File: src/rtl/rr_prio_enc.sv
// N-input priority encoder with registered index/one-hot outputs and a
// valid/ready output handshake; fixed-priority or round-robin selection.
module rr_prio_enc #(
  parameter int unsigned N  = 8,
  parameter int unsigned W  = 3,
  parameter int unsigned RR = 1
) (
  input  logic         clk,
  input  logic         rst,
  input  logic         en,
  input  logic [N-1:0] req,
  input  logic         out_ready,
  output logic         out_valid,
  output logic [W-1:0] out_idx,
  output logic [N-1:0] out_onehot,
  output logic         out_multi
);

  localparam int unsigned CW = W + 1;

  logic         valid_q, valid_d;
  logic [W-1:0] idx_q, idx_d;
  logic [N-1:0] onehot_q, onehot_d;
  logic         multi_q, multi_d;
  logic [W-1:0] ptr_q, ptr_d;

  logic [W-1:0]  start_c;
  logic [W-1:0]  sel_c;
  logic          found_c;
  logic [CW-1:0] cand_c;
  logic          multi_c;
  logic          load_c;
  logic          capture_c;

  // Scan upward from the start position, wrapping at N without assuming a power of two.
  always_comb begin
    start_c = (RR != 0) ? ptr_q : '0;
    sel_c   = '0;
    found_c = 1'b0;
    cand_c  = '0;
    for (int unsigned i = 0; i < N; i++) begin
      cand_c = {1'b0, start_c} + CW'(i);
      if (cand_c >= CW'(N)) begin
        cand_c = cand_c - CW'(N);
      end
      if (!found_c && req[W'(cand_c)]) begin
        found_c = 1'b1;
        sel_c   = W'(cand_c);
      end
    end
  end

  // Clearing the lowest set bit leaves something only if two or more were set.
  assign multi_c = |(req & (req - N'(1)));

  assign load_c    = !valid_q || out_ready;
  assign capture_c = load_c && en && (req != '0);

  always_comb begin
    valid_d  = valid_q;
    idx_d    = idx_q;
    onehot_d = onehot_q;
    multi_d  = multi_q;
    ptr_d    = ptr_q;
    if (load_c) begin
      valid_d = capture_c;
      if (capture_c) begin
        idx_d    = sel_c;
        onehot_d = N'(1) << sel_c;
        multi_d  = multi_c;
        if (RR != 0) begin
          ptr_d = (sel_c == W'(N - 1)) ? '0 : sel_c + W'(1);
        end
      end
    end
  end

  always_ff @(posedge clk) begin
    if (rst) begin
      valid_q  <= 1'b0;
      idx_q    <= '0;
      onehot_q <= '0;
      multi_q  <= 1'b0;
      ptr_q    <= '0;
    end else begin
      valid_q  <= valid_d;
      idx_q    <= idx_d;
      onehot_q <= onehot_d;
      multi_q  <= multi_d;
      ptr_q    <= ptr_d;
    end
  end

  assign out_valid  = valid_q;
  assign out_idx    = idx_q;
  assign out_onehot = onehot_q;
  assign out_multi  = multi_q;

endmodule

File: config.mk
export PLATFORM = sky130hd
export DESIGN_NAME = rr_prio_enc
export DESIGN_NICKNAME = d
export VERILOG_FILES = /design/src/rtl/rr_prio_enc.sv
export SDC_FILE = /design/constraint.sdc
export NUM_CORES = 1
export LEC_CHECK = 0
export CORE_ASPECT_RATIO = 1.2
export CORE_UTILIZATION = 50
export CTS_BUF_LIST = sky130_fd_sc_hd__clkbuf_16
export CTS_CLUSTER_DIAMETER = 50
export DETAILED_ROUTE_END_ITERATION = 10
export GPL_ROUTABILITY_DRIVEN = 0
export PLACE_DENSITY_LB_ADDON = 0.25
export SLEW_MARGIN = 5
export SYNTH_ARGS = -nofsm -noshare
export SYNTH_HDL_FRONTEND = slang
export SYNTH_SLANG_ARGS = --single-unit
File: constraint.sdc
create_clock -name clk -period 11.7 [get_ports clk]
set_clock_uncertainty 0.05 [all_clocks]
set_input_delay 2.34 -clock clk [delete_from_list [all_inputs] [get_ports clk]]
set_output_delay 2.34 -clock clk [all_outputs]
set_load 0.01 [all_outputs]
======== After elaboration in Yosys (flattened, before gate mapping) ========
Cells that the tools add are included.
storage, ports and cells
  register bits after elaboration ......... 16
  input port bits ......................... 12
  output and inout port bits .............. 13
  word-level logic and storage cells ...... 102
operators by class
  $add $sub $neg .......................... 17
  order comparisons ....................... 16
  equality and inequality tests ........... 1
  shift operators ......................... 1
  mux-type cells .......................... 40
  bitwise gates (word level) .............. 1
  reduce and logical (&&, ||, !) cells .... 21
operator list
  cell                   count
  $mux W3                17
  $lt A3 B4 Y1 const B   8
  $ge A4 B4 Y1 const B   7
  $bmux W1 S3            8
  $sub A3 B1 Y3 const B  8
  $add A3 B3 Y4 const B  4
  $mux W1                15
  $logic_and A1 B1 Y1    9
  $add A3 B2 Y4 const B  2
  $and A8 B8 Y8          1
  $logic_not A1 Y1       8
  $reduce_bool A8 Y1     1
  $reduce_or A8 Y1       1
  $shl A1 B3 Y8 const A  1
  $sub A8 B1 Y8 const B  1
  $add A3 B1 Y4 const B  1
  $ge A3 B4 Y1 const B   1
  $add A3 B1 Y3 const B  1
  $eq A3 B3 Y1 const B   1
  $reduce_and A2 Y1      1
  $logic_or A1 B1 Y1     1

======== Longest topological paths before layout ========
Gate-level depths: netlist (run 1).
  depth in word-level cells ............... 28
  mapped depth ............................ 18
  depth with buffers taken out ............ 14

======== Least setup slack after synthesis (run 1) ========
Ideal clock, no wire load.
  path type ............................... input to register
  from .................................... input req[7]
  to ...................................... register ptr_q[1]
  library setup time ...................... 0.060 ns
  arrival ................................. 4.919 ns
  required time ........................... 11.590 ns
  setup slack ............................. 6.672 ns
  stages .................................. 11
  path through ............................ buf_2 > mux4_2 > a21oi_2 > or3b_4 > a21oi_4 > nand4_1 > a21oi_1 > inv_1 > ha_1 > a211oi_1 > o31a_1
on the way
  longest elaborated chain between the ends .. 26
  elaborated cells between the ends (all ways) .. 51
  those cells by class .................... add/sub: 1; eq/ne: 1; mux: 32; reduce/logical: 17
ends and longest elaborated chain
  element                                               line  source
  from (decl)                                           11    input logic [N-1:0] req,
  $bmux W1 S3                                           46    if (!found_c && req[W'(cand_c)]) begin
  $mux W1 (implied by the code)                         46
  $mux W1                                               46
  $logic_not A1 Y1                                      46
  $logic_and A1 B1 Y1                                   46
  $mux W1                                               46
  $logic_not A1 Y1                                      46
  $logic_and A1 B1 Y1                                   46
  [... 10 more ...]                                     --
  $logic_not A1 Y1                                      46
  $logic_and A1 B1 Y1                                   46
  $mux W1                                               46
  $logic_not A1 Y1                                      46
  $logic_and A1 B1 Y1                                   46
  $mux W3                                               46
  $add A3 B1 Y3 / $eq A3 B3 Y1 (equally long branches)  72    ptr_d = (sel_c == W'(N - 1)) ? '0 : sel_c + W'(1);
  $mux W3                                               72
  to (signal assigned)                                  90    ptr_q <= ptr_d;
  to (decl)                                             25    logic [W-1:0] ptr_q, ptr_d;
Several ways; a longest one is shown, not always the timed one. The select of a mux whose other input is x is not followed.
A chain may end at the register's enable or synchronous reset.

======== Worst setup path in the final report (run 1) ========
  from .................................... input req[6]
  to ...................................... register onehot_q[1], in the netlist out_onehot[1]
on the way
  longest elaborated chain between the ends .. 25
  elaborated cells between the ends (all ways) .. 49
  those cells by class .................... shift: 1; mux: 31; reduce/logical: 17
ends and longest elaborated chain
  element                        line  source
  $bmux W1 S3                    46
  $mux W1 (implied by the code)  46
  $mux W1                        46
  $logic_not A1 Y1               46
  $logic_and A1 B1 Y1            46
  $mux W1                        46
  $logic_not A1 Y1               46
  $logic_and A1 B1 Y1            46
  [... 9 more ...]               --
  $mux W1                        46
  $logic_not A1 Y1               46
  $logic_and A1 B1 Y1            46
  $mux W1                        46
  $logic_not A1 Y1               46
  $logic_and A1 B1 Y1            46
  $mux W3                        46
  $shl A1 B3 Y8                  69    onehot_d = N'(1) << sel_c;
  to (signal assigned)           88    onehot_q <= onehot_d;
  to (decl)                      23    logic [N-1:0] onehot_q, onehot_d;
Several ways; a longest one is shown, not always the timed one. The select of a mux whose other input is x is not followed.

==> impl_metrics.py, run 1 <==
metrics = {
    "grt": {
        "overflow": 0,
        "grt_max_degree": 26,
        "grt_pass1_vias": 1366,
        "grt_pass1_wl_um": 6240,
        "antenna_found_initial": 0,
        "grt_use_total_pct": 22.8,
    },
    "pwr": {
        "p_per_area_nw_per_um2": 230,
        "ir_worst_vdd_mv": 0.158,
        "p_sw_share_pct": 45.6,
        "internal_power_uw": 248,
        "p_switching_uw": 208,
        "pwr-share-clk_pct": 14.0,
        "comb_power_share_pct": 66.9,
        "p_leak_uw": 0.000698,
        "seqPwrFrac_pct": 19.0,
    },
    "timing": {
        "fin_crit_ns": 5.73,
        "finalSetupViolCount": 0,
        "post-route-period-util_pct": 49.0,
        "setup_tns_ns": 0,
        "maxSlewViolCount": 0,
        "rsz0062_at_grt": "false",
        "clock.fmax_mhz": 174,
        "finalWorstSetupSlack_ns": 5.97,
        "tightestPinTransition_ns": 1.01,
        "hold_viol": 0,
        "max-slew-margin-rel_pct": 32.7,
    },
    "synth": {
        "ys_ff_latch": 16,
        "ys.flop_type": "dfxtp_1",
        "async_flop_share_pct": 0,
        "yosysWarnings": 0,
        "ys_seq_area_share_pct": 18.9,
        "synth_cells": 204,
        "syn_area_um2": 1700,
        "avgSynthCellArea_um2": 8.32,
        "synth_edf_count": 0,
        "synth_cell_type_count": 54,
        "synth_area_leaders": "dfxtp_1 (19%), mux4_2 (11%), mux2i_1 (8.3%)",
        "synth_area_leader_cell": "dfxtp_1",
        "synth_top_area_share_pct": 18.9,
        "synth_nets": 222,
    },
    "setup_path": {
        "endpoint_kind": "flop",
        "arrival_ns": 5.84,
        "worst_ep_required_time_ns": 11.80,
        "cp-start-kind": "primary input",
        "cpMostUsedCell": "a21oi_1",
        "crit_fanout": 9,
        "startpoint": "req[6]",
        "slowest_delay_ns": 0.61,
        "worstPathCellList": "clkdlybuf4s50_1 > mux4_2 > a21oi_2 > or3b_4 > a21oi_4 > nand4_1 > a21oi_1 > ha_1 > nand2_1 > or3_1 > a21oi_1",
        "regToRegEndpoint": "out_onehot[1]$_SDFFE_PP0P_",
        "critPathKind": "in -> reg",
        "rrSetupSlack_ns": 6.69,
        "r2r_start": "ptr_q[0]$_SDFFE_PP0P_",
        "reg2regPathDepth": 12,
        "slowest_stage": "mux4_2",
    },
    "detailed_routing": {
        "dr.pass1.iters": 5,
        "wire_per_inst_um": 15.5,
        "vias": 1548,
        "postRouteAntennaNets": 0,
        "wl_um": 3880,
        "drc_errors": 0,
        "drtIter0Drc": 78,
        "avgViaCountPerCell": 6.19,
    },
    "floorplanning": {
        "io_pins": 25,
        "fp.dieW_um": 55.2,
        "die_y_um": 65.8,
        "start_util_pct": 54.1,
        "rows": 22,
        "core-area_um2": 3140,
        "dieArea_um2": 3630,
    },
    "cts": {
        "ctsResizeCount": 0,
        "worstSkewPairLatency_ns": 0.24,
        "post_cts_buffers": 0,
        "cts_made_buffers": 3,
        "clockBufferDepth": 2,
        "clk_transition_reported_paths_ns": 0.05,
        "htreeDepth": 1,
        "hold_buffers": 0,
        "cts_tree": "done",
        "cts_root_buf": "clkbuf_16",
        "clock_sinks": 16,
    },
    "min_path": {
        "min_path_type": "reg -> reg",
        "whs_path_depth": 2,
        "min_from": "out_onehot[2]$_SDFFE_PP0P_",
        "min_to": "out_onehot[2]$_SDFFE_PP0P_",
    },
    "job": {
        "max-cap-violations": 0,
    },
    "layout": {
        "antenna_cells": 0,
        "multi_input_area_um2": 1260,
        "regArea_um2": 320,
        "areaGrowthSynthToFinish_pct": 16.5,
        "fillCellCount": 271,
        "nets": 234,
        "layout-drive-gt1-share_pct": 11.7,
    },
    "placement": {
        "portBuffers": 24,
        "post-place-ws_ns": 5.82,
        "post-dp-hpwl_um": 2870,
    },
    "status": {
        "status": "finished clean",
    },
}
==> cells by family after synthesis <==
kind of cell	synth area share, %
simple gates	20.3
mux	23.1
buf+inv	6.93
xor+xnor	1.03
fa+ha+maj	5.01
flops	18.9
compound gates	24.8
==> area by class of cell <==
class	instances	share of cell area [%]
inverter	10	1.90
timing repair buffer	24	12.2
multi-input combinational	161	63.7
tap	36	2.28
sequential	16	16.2
clock buffer	3	3.80
==> cells in the final DEF, fill, tap and decap left out, types with 2 or more instances in the layout <==
cell type and n:
o31ai_1 3, mux4_2 8, dfxtp_1 16, mux2i_1 14, clkbuf_16 3, clkdlybuf4s50_1 24
o221ai_1 2, and2_1 2, nor2b_1 4, a21boi_0 2, nand2_1 22, nor2_1 17
xnor2_1 2, o31a_1 2, a2bb2oi_1 2, nand2b_1 3, mux2_2 2, nand3b_1 2
or2_2 2, or3_1 4, nand3_1 4, inv_1 10, o211ai_1 3, o21bai_1 3
ha_1 6, o22ai_1 2, a211oi_1 6, a21oi_1 14, o21ai_0 8
==> routing by layer <==
layer / GRT usage, % / up-vias / part of all wire, %
met2: 38.4 / 34 / 51
li1: - / 771 / -
met5: 0 / - / 0
met1: 31.1 / 739 / 46
met3: 1.38 / 4 / 2.6
met4: 5.00 / 0 / 0.88
==> synthesized netlist by cell type, types with 2 or more instances <==
library cell and number:
o221ai_1 2, clkbuf_1 10, o31ai_1 3, nor2b_1 4, xnor2_1 2, and2_1 2
nor2_1 17, dfxtp_1 16, a21oi_1 14, or3_1 4, nand3_1 4, a21boi_0 2
a211oi_1 6, o22ai_1 2, buf_2 4, nand3b_1 2, nand2_1 22, ha_1 6
o21ai_0 8, o31a_1 2, mux2_2 2, nand2b_1 3, or2_2 2, inv_1 10
mux2i_1 14, o211ai_1 3, a2bb2oi_1 2, mux4_2 8, o21bai_1 3
==> metrics by stage <==
step	util [%]	total power [µW]	hold slack, ns	instance area, µm²	instances
6_report	63.0	456	0.402	1980	250
5_1_grt	63.0	488	0.426	1980	250
4_1_cts	63.0	455	0.405	1980	250
3_5_place_dp	60.6	386	0.399	1900	247
3_3_place_gp	60.6	376	0.392	1900	247
2_1_floorplan	-	322	0.426	1700	204
==> worst max path at each step <==
stage,endpoint,slack (ns),cells after the start
after floorplan,ptr_q[1]$_SDFFE_PP0P_,6.67,11
after global placement,ptr_q[1]$_SDFFE_PP0P_,5.96,11
after detailed placement,out_onehot[1]$_SDFFE_PP0P_,5.82,11
after CTS,out_onehot[1]$_SDFFE_PP0P_,6.00,11
after global routing,out_onehot[1]$_SDFFE_PP0P_,5.81,12
final,out_onehot[1]$_SDFFE_PP0P_,5.97,11
==> flip-flops by register name, indices dropped and copies added, names as in the netlist <==
register,count
ptr_q,3
out_idx,3
out_multi,1
out_valid,1
out_onehot,8
==> worst max-delay path: cells and delay by family <==
kind                       cells  cell delay, ns
muxes                          1            0.61
adders and majority gates      1            0.26
and+or+nand+nor                4            0.93
AOI/OAI and AO/OA              4            1.11
buffers and inverters          1            0.58
==> power groups by stage <==
stage / combinational (µW) / clock (µW) / sequential (µW)
6_report: 305 / 63.9 / 86.7
2_1_floorplan: 243 / 0 / 78.6
4_1_cts: 303 / 64.6 / 86.8
5_1_grt: 332 / 67.0 / 89.9
3_3_place_gp: 290 / 0 / 86.6
3_5_place_dp: 298 / 0 / 88.0
Power figures use the tool's default switching activity.
==> inputs of run 2 (changes only) <==
Clock period 11.7 ns to 5.92 ns, I/O delays scaled along.
==> impl_metrics.py, run 2 (synthesis results as in run 1) <==
metrics = {
    "pwr": {
        "p_sw_share_pct": 45.7,
        "pwr-share-clk_pct": 14.3,
        "power_uw": 905,
        "p_switching_uw": 414,
        "comb_power_share_pct": 67.9,
        "ir_worst_vdd_mv": 0.317,
        "p_leak_uw": 0.000703,
        "seqPwrFrac_pct": 17.8,
        "internal_power_uw": 491,
        "p_per_area_nw_per_um2": 456,
    },
    "placement": {
        "place_area_um2": 1910,
        "dp.cells": 248,
        "post-dp-hpwl_um": 3020,
        "portBuffers": 24,
    },
    "cts": {
        "cts_tree": "done",
        "clk_transition_reported_paths_ns": 0.05,
        "cts_made_buffers": 3,
        "htreeDepth": 1,
        "cts_root_buf": "clkbuf_16",
        "post_cts_buffers": 0,
        "ctsResizeCount": 0,
        "worstSkewPairLatency_ns": 0.25,
        "clock_sinks": 16,
        "clockBufferDepth": 2,
        "hold_buffers": 0,
    },
    "floorplanning": {
        "rows": 22,
        "dieArea_um2": 3630,
        "die_y_um": 65.8,
        "start_util_pct": 54.1,
        "fp.dieW_um": 55.2,
        "io_pins": 25,
        "core-area_um2": 3140,
    },
    "layout": {
        "stdcell_count": 251,
        "fillCellCount": 269,
        "fin_area_um2": 1980,
        "layout-drive-gt1-share_pct": 12.1,
        "areaGrowthSynthToFinish_pct": 17.0,
        "mostFrequentLayoutCells": "clkdlybuf4s50_1 (24), nand2_1 (22), nor2_1 (17)",
        "antenna_cells": 0,
        "largest_register_ff_count": 8,
        "nets": 235,
        "mostFrequentLayoutCell": "clkdlybuf4s50_1",
    },
    "job": {
        "max-cap-violations": 0,
    },
    "detailed_routing": {
        "wire_per_inst_um": 16.2,
        "wl_um": 4070,
        "drc_errors": 0,
        "avgViaCountPerCell": 6.30,
        "dr.pass1.iters": 4,
        "drtIter0Drc": 74,
        "postRouteAntennaNets": 0,
        "vias": 1581,
    },
    "timing": {
        "post-route-period-util_pct": 76.3,
        "finalSetupViolCount": 0,
        "hold_slack_ns": 0.399,
        "hold_viol": 0,
        "rsz0062_at_grt": "false",
        "tightestPinTransition_ns": 0.966,
        "fin_crit_ns": 4.52,
        "setup_tns_ns": 0,
        "maxSlewViolCount": 0,
        "max-slew-margin-rel_pct": 35.5,
        "clock.fmax_mhz": 221,
    },
    "setup_path": {
        "slowest_delay_ns": 0.60,
        "worstPathCellList": "clkdlybuf4s50_1 > mux4_2 > a21oi_2 > or3b_4 > a21oi_4 > nand4_1 > a21oi_1 > inv_1 > ha_1 > a211oi_1 > o31a_1",
        "slowest_stage": "mux4_2",
        "arrival_ns": 4.66,
        "crit_fanout": 9,
        "worst_ep_required_time_ns": 6.06,
        "cp-start-kind": "primary input",
        "endpoint_kind": "flop",
        "critPathKind": "in -> reg",
    },
    "grt": {
        "overflow": 0,
        "antenna_found_initial": 0,
        "grt_pass1_vias": 1431,
        "grt_use_total_pct": 24.4,
        "grt_pass1_wl_um": 6530,
        "grt_max_degree": 25,
    },
    "min_path": {
        "min_path_type": "reg -> reg",
    },
    "status": {
        "status": "finished clean",
    },
}
## run 2: cell count changes in the layout (fill, tap and decap cells not counted), sizes merged
cell / delta
buf: +1
## run 2: final timing paths
path	startpoint	to	slack [ns]	cells past startpoint
min	out_onehot[0]$_SDFFE_PP0P_	out_onehot[0]$_SDFFE_PP0P_	0.40	2
max reg2reg	ptr_q[1]$_SDFFE_PP0P_	ptr_q[1]$_SDFFE_PP0P_	1.48	12
max	req[4]	ptr_q[1]$_SDFFE_PP0P_	1.40	11
min reg2reg	out_onehot[0]$_SDFFE_PP0P_	out_onehot[0]$_SDFFE_PP0P_	0.40	2
## run 2: final cells by class
type                            instances  area, µm²  area share, %
Clock buffer                            3       75.1           3.78
Sequential cell                        16        320           16.1
Inverter                               10       37.5           1.89
Tap cell                               36       45.0           2.27
Multi-Input combinational cell        161       1260           63.4
Timing Repair Buffer                   25        248           12.5
## run 2: power groups by stage
stage	sequential, µW	combinational (µW)	clock, µW
finish	161	614	130
detailed placement	163	605	0
global route	164	670	134
global placement	160	584	0
CTS	161	611	131
floorplan	155	480	0
## run 2: metal layers
layer  global-route usage, %  vias up  share of wire, %
li1                        -      775                 -
met1                    30.4      752                44
met2                    41.7       45                50
met3                    1.84        9               3.3
met4                    10.0        0               2.1
met5                       0        -                 0
## run 2: worst max-delay path: cells and delay by family
family | cells | cell delay, ns
AO/OA/AOI/OAI | 5 | 1.35
adder cells (fa/ha/maj) | 1 | 0.30
buffers and inverters | 2 | 0.69
multiplexers | 1 | 0.60
AND/OR/NAND/NOR | 2 | 0.53
## run 2: metrics by stage
step | util, % | setup WS, ns
CTS | 63.2 | 1.46
global placement | 60.8 | 1.34
detailed placement | 60.8 | 1.24
finish | 63.2 | 1.40
global route | 63.2 | 1.20
floorplan | - | 2.05
